File: config.mk
export PLATFORM = sky130hd
export DESIGN_NAME = mux_nx1_stream
export DESIGN_NICKNAME = d
export VERILOG_FILES = /design/src/rtl/mux_pkg.sv /design/src/rtl/mux_rr_pick.sv /design/src/rtl/mux_nx1_stream.sv
export SDC_FILE = /design/constraint.sdc
export NUM_CORES = 1
export LEC_CHECK = 0
export CAP_MARGIN = 0
export CORE_UTILIZATION = 40
export DETAILED_ROUTE_END_ITERATION = 6
export GPL_TIMING_DRIVEN = 0
export MAX_ROUTING_LAYER = met4
export PLACE_DENSITY_LB_ADDON = 0.08
export SLEW_MARGIN = 0
export SYNTH_ARGS = -nofsm -noshare
export SYNTH_HDL_FRONTEND = slang
export SYNTH_HIERARCHICAL = 1
export SYNTH_SLANG_ARGS = --single-unit
File: constraint.sdc
create_clock -name clk -period 6.49 [get_ports clk]
set_input_delay 1.298 -clock clk [delete_from_list [all_inputs] [get_ports clk]]
set_output_delay 1.298 -clock clk [all_outputs]
set_load 0.1 [all_outputs]
File: src/rtl/mux_pkg.sv
// Shared types and default sizing for the N:1 stream multiplexer.
package mux_pkg;

   typedef enum logic {
      MODE_FIXED = 1'b0,
      MODE_RR    = 1'b1
   } mux_mode_e;

   localparam int MUX_N_CH_DEF = 16;
   localparam int MUX_W_DEF    = 4;

endpackage

File: src/rtl/mux_rr_pick.sv
// Rotating-priority picker: first requesting channel at or after ptr, wrapping at N_CH.
module mux_rr_pick
   import mux_pkg::*;
#(
   parameter  int N_CH  = MUX_N_CH_DEF,
   localparam int SEL_W = $clog2(N_CH)
) (
   input  logic [N_CH-1:0]  req,
   input  logic [SEL_W-1:0] ptr,
   output logic [SEL_W-1:0] gnt_idx,
   output logic             gnt_any
);

   localparam logic [SEL_W:0] N_CH_W = (SEL_W + 1)'(N_CH);

   logic [SEL_W:0] idx;

   // ptr is always below N_CH, so one conditional subtract is enough to wrap
   always_comb begin
      gnt_idx = '0;
      gnt_any = 1'b0;
      idx     = '0;
      for (int i = 0; i < N_CH; i++) begin
         idx = {1'b0, ptr} + (SEL_W + 1)'(i);
         if (idx >= N_CH_W) begin
            idx = idx - N_CH_W;
         end
         if (!gnt_any && req[idx]) begin
            gnt_any = 1'b1;
            gnt_idx = idx[SEL_W-1:0];
         end
      end
   end

endmodule

File: src/rtl/mux_nx1_stream.sv
// Registered N:1 valid/ready multiplexer with a fixed-channel or round-robin selection mode.
module mux_nx1_stream
   import mux_pkg::*;
#(
   parameter int N_CH  = MUX_N_CH_DEF,
   parameter int W     = MUX_W_DEF,
   parameter int SEL_W = $clog2(N_CH)
) (
   input  logic                    clk,
   input  logic                    rst,
   input  logic [N_CH-1:0][W-1:0]  in_data,
   input  logic [N_CH-1:0]         in_valid,
   output logic [N_CH-1:0]         in_ready,
   input  logic                    mode,
   input  logic [SEL_W-1:0]        sel,
   input  logic                    sel_load,
   output logic                    sel_err,
   output logic [W-1:0]            out_data,
   output logic                    out_valid,
   input  logic                    out_ready
);

   localparam logic [SEL_W:0]   N_CH_W = (SEL_W + 1)'(N_CH);
   localparam logic [SEL_W-1:0] LAST_CH = SEL_W'(N_CH - 1);

   logic [SEL_W-1:0] sel_q, sel_d;
   logic [SEL_W-1:0] ptr_q, ptr_d;
   mux_mode_e        mode_q, mode_d;
   logic [W-1:0]     out_data_q, out_data_d;
   logic             out_valid_q, out_valid_d;
   logic             sel_err_q, sel_err_d;

   logic             accept;
   logic             xfer;
   logic [SEL_W-1:0] xfer_idx;
   logic [SEL_W-1:0] gnt_idx;
   logic             gnt_any;
   logic             mode_rr;
   logic             rr_entry;

   mux_rr_pick #(.N_CH(N_CH)) u_pick (
      .req     (in_valid),
      .ptr     (ptr_q),
      .gnt_idx (gnt_idx),
      .gnt_any (gnt_any)
   );

   assign mode_rr  = (mode == MODE_RR);
   assign rr_entry = mode_rr && (mode_q == MODE_FIXED);
   assign accept   = !out_valid_q || out_ready;

   // Ready is held low throughout reset so nothing is consumed from producers
   always_comb begin
      in_ready = '0;
      if (rst) begin
         if (mode_rr) begin
            if (gnt_any) begin
               in_ready[gnt_idx] = accept;
            end
         end else begin
            in_ready[sel_q] = accept;
         end
      end
   end

   assign xfer     = |(in_valid & in_ready);
   assign xfer_idx = mode_rr ? gnt_idx : sel_q;

   // Entering round-robin reseeds ptr from the previously fixed channel
   always_comb begin
      out_valid_d = xfer || (out_valid_q && !out_ready);
      out_data_d  = xfer ? in_data[xfer_idx] : out_data_q;
      sel_d       = sel_q;
      sel_err_d   = 1'b0;
      if (sel_load) begin
         if ({1'b0, sel} < N_CH_W) begin
            sel_d = sel;
         end else begin
            sel_err_d = 1'b1;
         end
      end
      ptr_d = ptr_q;
      if (rr_entry) begin
         ptr_d = sel_q;
      end else if (xfer && mode_rr) begin
         ptr_d = (gnt_idx == LAST_CH) ? '0 : gnt_idx + SEL_W'(1);
      end
      mode_d = mux_mode_e'(mode);
   end

   always_ff @(posedge clk) begin
      if (!rst) begin
         out_valid_q <= 1'b0;
         out_data_q  <= '0;
         sel_q       <= '0;
         ptr_q       <= '0;
         mode_q      <= MODE_FIXED;
         sel_err_q   <= 1'b0;
      end else begin
         out_valid_q <= out_valid_d;
         out_data_q  <= out_data_d;
         sel_q       <= sel_d;
         ptr_q       <= ptr_d;
         mode_q      <= mode_d;
         sel_err_q   <= sel_err_d;
      end
   end

   assign out_valid = out_valid_q;
   assign out_data  = out_data_q;
   assign sel_err   = sel_err_q;

endmodule
==> impl_metrics.csv, run 1 <==
group,metric,value,unit
outcome,status,"finished, final reports clean",
grt,grt_start_max_net_pins,13,
floorplan,rows,37,
layout,nNetsFinal,741,
routing,vias,5240,
timing,finalHoldViolations,0,
setup_path,crit_buf_inv,4,
timing,slew-limit-headroom,0.1776,
power_and_ir_drop,p_per_area,623.0,mW/mm2
routing,wl_met1,6229,um
clocking,cts_tree,"done",
synth,synth_area,0.004274,mm2
synth,yosys-top-cells-area,"mux4_2 (23%), mux2i_1 (11%), dfxtp_1 (6.6%)",
placed_design,dp_slack,-1.992,ns
power_and_ir_drop,p_comb_frac,0.944,
layout,finalNonFillerCells,777,
placed_design,gp_congestion,1.008,
synth,synthArstFlopShare,0,
power_and_ir_drop,p_seq_frac,0.035,
synth,ys_seq_elements,14,
floorplan,dieArea,0.01110,mm2
clocking,cts.path.max_buffers,2,
grt,grt_pass1_wl,26940,um
clocking,clkTransAtPathRegs,0.06,ns
setup_path,cp_top_family,"simple AND/OR/NAND/NOR gates",
power_and_ir_drop,vdd_drop_max,0.2501,mV
clocking,clock-root-buffer,"clkbuf_8",
floorplan,coreArea,0.01032,mm2
timing,setup_viol,0,
grt,grt_antenna_before_repair,1,
clocking,clk-insertion-delay-late,0.25,ns
synth,yosys.area.top_type_share,0.2266,
hold_path,hp-class,"register to register",
setup_path,cp-end-kind,"output port",
setup_path,worst_ep_arrival_time,5.13,ns
routing,wl_met3,1539,um
power_and_ir_drop,switching_share,0.5405,
placed_design,dpl-instance-area,0.005644,mm2
grt,grt_pass1_vias,5277,
synth,synth_nets,587,
layout,drive_gt1_frac,0.3906,
setup_path,crit_chain,"clkbuf_4 > mux4_2 > mux2i_1 > a21oi_1 > or2_1 > or4_4 > buf_6 > a32oi_4 > inv_2 > ha_2 > and3_4 > a22oi_2 > nor2_4 > buf_12",
floorplan,die_h,105.4,um
timing,fin_crit,6.426,ns
floorplan,fp.dieW,105.4,um
setup_path,worst_path_largest_cell_delay,0.53,ns
timing,hold_slack,0.4620,ns
timing,setup_ws,0.06367,ns
setup_path,start_kind,"input pin",
timing,maxSlewViolCount,0,
power_and_ir_drop,pwr-share-clk,0.021,
synth,synth_edf_count,0,
timing,fmax,155.6,MHz
timing,tightestPinTransition,1.234,ns
clocking,numCtsBuffers,3,
floorplan,ios,111,
routing,drt_iter0_markers,544,
power_and_ir_drop,intPower,0.001868,W
flow_run,maxCapViolations,0,
setup_path,cp_max_fo,9,
power_and_ir_drop,leakagePower,2.359,nW
layout,final_cell_area,0.006525,mm2
layout,final_common_cell,"clkdlybuf4s50_1",
routing,drc,0,
placed_design,port_buffers,106,
routing,routed-wl-met2,8674,um
timing,fin_worst_skew,0.004954,ns
routing,vias_per_cell,6.744,
grt,track_usage,0.3147,
placed_design,placed_cells,729,
clocking,cts_sinks,14,
routing,topRoutingLayerUsed,"met4",
clocking,h-tree-depth,1,
timing,rsz0062_at_grt,"true",
synth,synth_cell_types,76,
setup_path,crit_slowest_cell,"or4_4",
floorplan,start_util,0.4140,
power_and_ir_drop,switchingPower,0.002197,W
synth,avgSynthCellArea,8.776,um2
routing,drt_wl_total,17430,um
synth,seq_area_frac_synth,0.06557,
placed_design,hpwl,12810,um
setup_path,crit_required,5.19,ns
synth,yosysWarnings,6,
timing,finalCritPeriodShare,0.9902,
routing,ant_nets,0,
routing,dr.pass1.iters,7,
grt,grt_overflow,0,
layout,final_cell_mix,"clkdlybuf4s50_1 (74), buf_4 (52), mux4_2 (47), nand2_1 (41), mux2i_1 (35)",
synth,yosysTopAreaCell,"mux4_2",
routing,post_drt_wl_per_cell,22.43,um
setup_path,critPathKind,"input pin to output port",
synth,netlist_instances,487,
synth,synth_flop_cell,"dfxtp_1",
layout,area_growth,52.66,%
## registers in the layout, summed over array words and instances, names as in the netlist
register   cells
mode_q         1
out_data       4
out_valid      1
ptr_q          4
sel_q          4
## cells in the mapped netlist, types with 4 or more instances
library cell	instances
nand2b_1	6
mux4_1	4
nor2_1	35
xnor2_1	8
a32oi_1	6
inv_1	16
o21ai_0	20
and2_1	8
mux2i_1	45
a31oi_1	5
o22ai_1	21
a21oi_1	12
ha_1	11
o211ai_1	5
and3_1	7
nor2b_1	8
dfxtp_1	14
buf_2	10
a22o_1	4
clkbuf_1	15
a22oi_1	11
nand3_1	27
mux2_2	18
a211oi_1	6
nor3_1	4
o32a_1	4
nand2_1	41
mux4_2	43
## metrics by stage
stage	power, W	util	setup TNS [ns]
global route	0.004281	0.6320	-0.007707
global placement	0.003135	0.5467	-36.50
detailed placement	0.003150	0.5467	-39.24
CTS	0.003718	0.6002	0
floorplan	0.002440	-	0
finish	0.004065	0.6320	0
## kinds of logic (layout without fill, tap and decap cells)
group / after synthesis / in the layout / synth area share
flops: 14 / 14 / 0.06557
other cells: 1 / 2 / 0.0008774
buf+inv: 49 / 202 / 0.05327
compound gates: 132 / 132 / 0.2225
simple gates: 158 / 158 / 0.1941
fa+ha+maj: 11 / 11 / 0.03220
mux: 111 / 111 / 0.4072
xor+xnor: 11 / 11 / 0.02430
## path summary, 6_finish.rpt
| kind | start | slack, ns | to | depth (start not counted) |
|---|---|---|---|---|
| max | in_valid[11] | 0.06 | in_ready[6] | 14 |
| min | out_data[0] | 0.46 | out_data[0] | 2 |
| max reg2reg | ptr_q[1] | 0.32 | ptr_q[3] | 21 |
| min reg2reg | out_data[0] | 0.46 | out_data[0] | 2 |
## tightest hold or removal path: stages, from the launching register on
cell and delay, ns:
dfxtp_1 0.31, nand2_1 0.05, mux2i_1 0.05
## per-layer routing
layer | vias to the layer above | GRT usage
met5 | - | -
met4 | 0 | 0.1519
met3 | 113 | 0.04886
met2 | 365 | 0.5503
met1 | 2497 | 0.3498
li1 | 2265 | -
## cell type report
type | instances | area (um2)
Tap cell | 136 | 170.2
Fill cell | 877 | 3799
Sequential cell | 14 | 287.8
Multi-Input combinational cell | 424 | 4275
Buffer | 32 | 257.7
Antenna cell | 1 | 2.502
Inverter | 17 | 76.32
Timing Repair Buffer | 149 | 1400
Clock buffer | 4 | 55.05
## power by group through the flow
stage	Combinational (W)	Sequential, W	Clock [W]
5_1_grt	0.00405	0.000144	0.0000892
3_3_place_gp	0.00300	0.000135	0
2_1_floorplan	0.00225	0.000193	0
3_5_place_dp	0.00301	0.000136	0
4_1_cts	0.00349	0.000140	0.0000860
6_report	0.00384	0.000141	0.0000863
## repair_timing
action                                  CTS  global route
gates resized for setup                 282            43
endpoints found under the setup margin   25            18
pin swaps                                19            15
buffers inserted                         25            18
hold buffers                              0             0
No activity file was read; power rests on OpenSTA's default activity.
==> inputs of run 2 (changes only) <==
--- a/config.mk
+++ b/config.mk
@@ -6,6 +6,7 @@
 export NUM_CORES = 1
 export LEC_CHECK = 0
 export CAP_MARGIN = 0
+export CORE_MARGIN = 2
 export CORE_UTILIZATION = 40
 export DETAILED_ROUTE_END_ITERATION = 6
 export GPL_TIMING_DRIVEN = 0
==> impl_metrics.csv, run 2 (synthesized netlist as in run 1, its figures left out) <==
group,metric,value,unit
setup_path,crit_path_start,"in_valid[7]",
floorplan,fp.dieW,107.4,um
floorplan,rows,37,
setup_path,worst_ep_arrival_time,5.13,ns
timing,finalHoldViolations,0,
setup_path,cp_max_fo,7,
setup_path,start_kind,"input pin",
grt,grt_antenna_before_repair,0,
floorplan,dieArea,0.01153,mm2
routing,ant_nets,0,
grt,grt_overflow,0,
clocking,cts.path.max_buffers,2,
outcome,status,"finished, final reports clean",
timing,fin_crit,6.430,ns
placed_design,hpwl,12930,um
grt,grt_pass1_wl,26590,um
timing,tightestPinTransition,1.196,ns
floorplan,die_h,107.4,um
clocking,h-tree-depth,1,
clocking,clock-root-buffer,"clkbuf_8",
routing,drc,0,
routing,dr.pass1.iters,5,
setup_path,worst_path_largest_cell_delay,0.61,ns
clocking,numCtsBuffers,3,
setup_path,reg2reg_slack,0.39,ns
placed_design,dp_slack,-1.794,ns
floorplan,ios,111,
setup_path,r2r_cells,24,
hold_path,hp-class,"register to register",
setup_path,crit_required,5.19,ns
power_and_ir_drop,vdd_drop_max,0.2941,mV
timing,setup_viol,0,
layout,num_antenna_cells,0,
routing,vias,5118,
clocking,clkTransAtPathRegs,0.06,ns
floorplan,start_util,0.4122,
hold_path,min_path_cells,2,
timing,slew-limit-headroom,0.2024,
setup_path,rr_endpoint,"ptr_q[2]",
setup_path,cp_top_family,"simple AND/OR/NAND/NOR gates",
grt,grt_start_max_net_pins,13,
grt,grt_pass1_vias,5039,
placed_design,port_buffers,106,
clocking,cts_tree,"done",
timing,maxSlewViolCount,0,
timing,fin_worst_skew,0.003176,ns
clocking,cts_sinks,14,
hold_path,hp-start,"out_data[0]",
setup_path,reg2reg_from,"ptr_q[0]",
timing,fin_setup_tns,0,ns
setup_path,crit_chain,"buf_4 > mux4_2 > mux4_2 > nor2_4 > nor4b_4 > nand3_2 > or4_4 > a32oi_4 > ha_4 > and3_2 > a32oi_2 > nor2_4 > buf_6",
setup_path,crit_buf_inv,2,
hold_path,min_to,"out_data[0]",
timing,setup_ws,0.06009,ns
layout,drive_gt1_frac,0.4099,
floorplan,coreArea,0.01037,mm2
power_and_ir_drop,leakagePower,2.423,nW
clocking,cts_hold_buf,0,
setup_path,cp-end-kind,"output port",
routing,drt_iter0_markers,494,
layout,nNetsFinal,745,
flow_run,maxCapViolations,0,
timing,fmax,155.5,MHz
setup_path,critPathKind,"input pin to output port",
placed_design,gp_congestion,1.054,
layout,final_common_cell,"clkdlybuf4s50_1",
routing,post_drt_wl_per_cell,22.28,um
layout,area_growth,54.19,%
power_and_ir_drop,p_per_area,631.6,mW/mm2
routing,vias_per_cell,6.562,
timing,finalCritPeriodShare,0.9907,
layout,final_cell_mix,"clkdlybuf4s50_1 (74), buf_4 (54), mux4_2 (47), nand2_1 (41), mux2i_1 (32)",
grt,track_usage,0.3017,
setup_path,crit_slowest_cell,"or4_4",
clocking,clk-insertion-delay-late,0.25,ns
routing,drt_wl_total,17380,um
-- run 2: cell types whose count changed in the layout (fill, tap and decap cells not counted), moves of 2 or more --
cell / change
a32oi_2: +3
a32oi_4: -3
and3_2: +4
and3_4: -3
buf_12: -2
buf_2: -7
buf_4: +2
buf_6: +12
mux2i_1: -3
mux2i_2: +3
-- run 2: metal layers --
layer,routed length [um],vias up,GRT usage,part of all wire
met5,0,-,-,0
met1,6639,2448,0.3503,0.38
met4,872,0,0.1328,0.050
li1,-,2280,-,-
met3,1184,76,0.02542,0.068
met2,8685,314,0.5335,0.50
-- run 2: through the flow --
step	std cells	area, um2	total power [W]	hold WS, ns	util
2_1_floorplan	487	4413	0.002440	0.4903	-
3_3_place_gp	729	5644	0.003135	0.4443	0.5443
5_1_grt	780	6590	0.004362	0.4953	0.6355
4_1_cts	757	6161	0.003718	0.4665	0.5941
3_5_place_dp	729	5644	0.003161	0.4524	0.5443
6_report	780	6590	0.004162	0.4625	0.6355
-- run 2: worst max-delay path by stage --
stage	endpoint	cells past startpoint
floorplan	in_ready[11]	16
global placement	in_ready[11]	18
detailed placement	in_ready[11]	18
CTS	in_ready[6]	17
global route	in_ready[7]	20
finish	in_ready[7]	13
-- run 2: final cells by class --
class                   instances  area (um2)
repair buffers                153        1471
well taps                     136       170.2
flip-flops and latches         14       287.8
plain buffers                  32       255.2
multi-input cells             424        4279
inverters                      17       71.32
clock buffers                   4       55.05
fillers                       910        3780
-- run 2: repair_timing --
item | 4_1_cts | 5_1_grt
setup buffers | 24 | 23
endpoints found under the setup margin | 25 | 24
gates resized for setup | 257 | 96
pin swaps | 18 | 18
-- run 2: tightest hold or removal path: stages, from the launching register on --
cell	delay, ns
dfxtp_1	0.31
nand2_1	0.05
mux2i_1	0.05
-- run 2: power breakdown --
| part | switching, W | internal (W) |
|---|---|---|
| sequential | 0.0000257 | 0.000113 |
| clock | 0.0000322 | 0.0000538 |
| combinational | 0.00218 | 0.00176 |
| total | 0.00224 | 0.00192 |
==> inputs of run 3 (changes only) <==
--- a/config.mk
+++ b/config.mk
@@ -8,6 +8,7 @@
 export CAP_MARGIN = 0
 export CORE_MARGIN = 2
 export CORE_UTILIZATION = 40
+export CTS_BUF_LIST = sky130_fd_sc_hd__clkbuf_4 sky130_fd_sc_hd__clkbuf_8
 export DETAILED_ROUTE_END_ITERATION = 6
 export GPL_TIMING_DRIVEN = 0
 export MAX_ROUTING_LAYER = met4
==> results of run 3 <==
Final layout, timing and power as in run 2 (identical DEF).
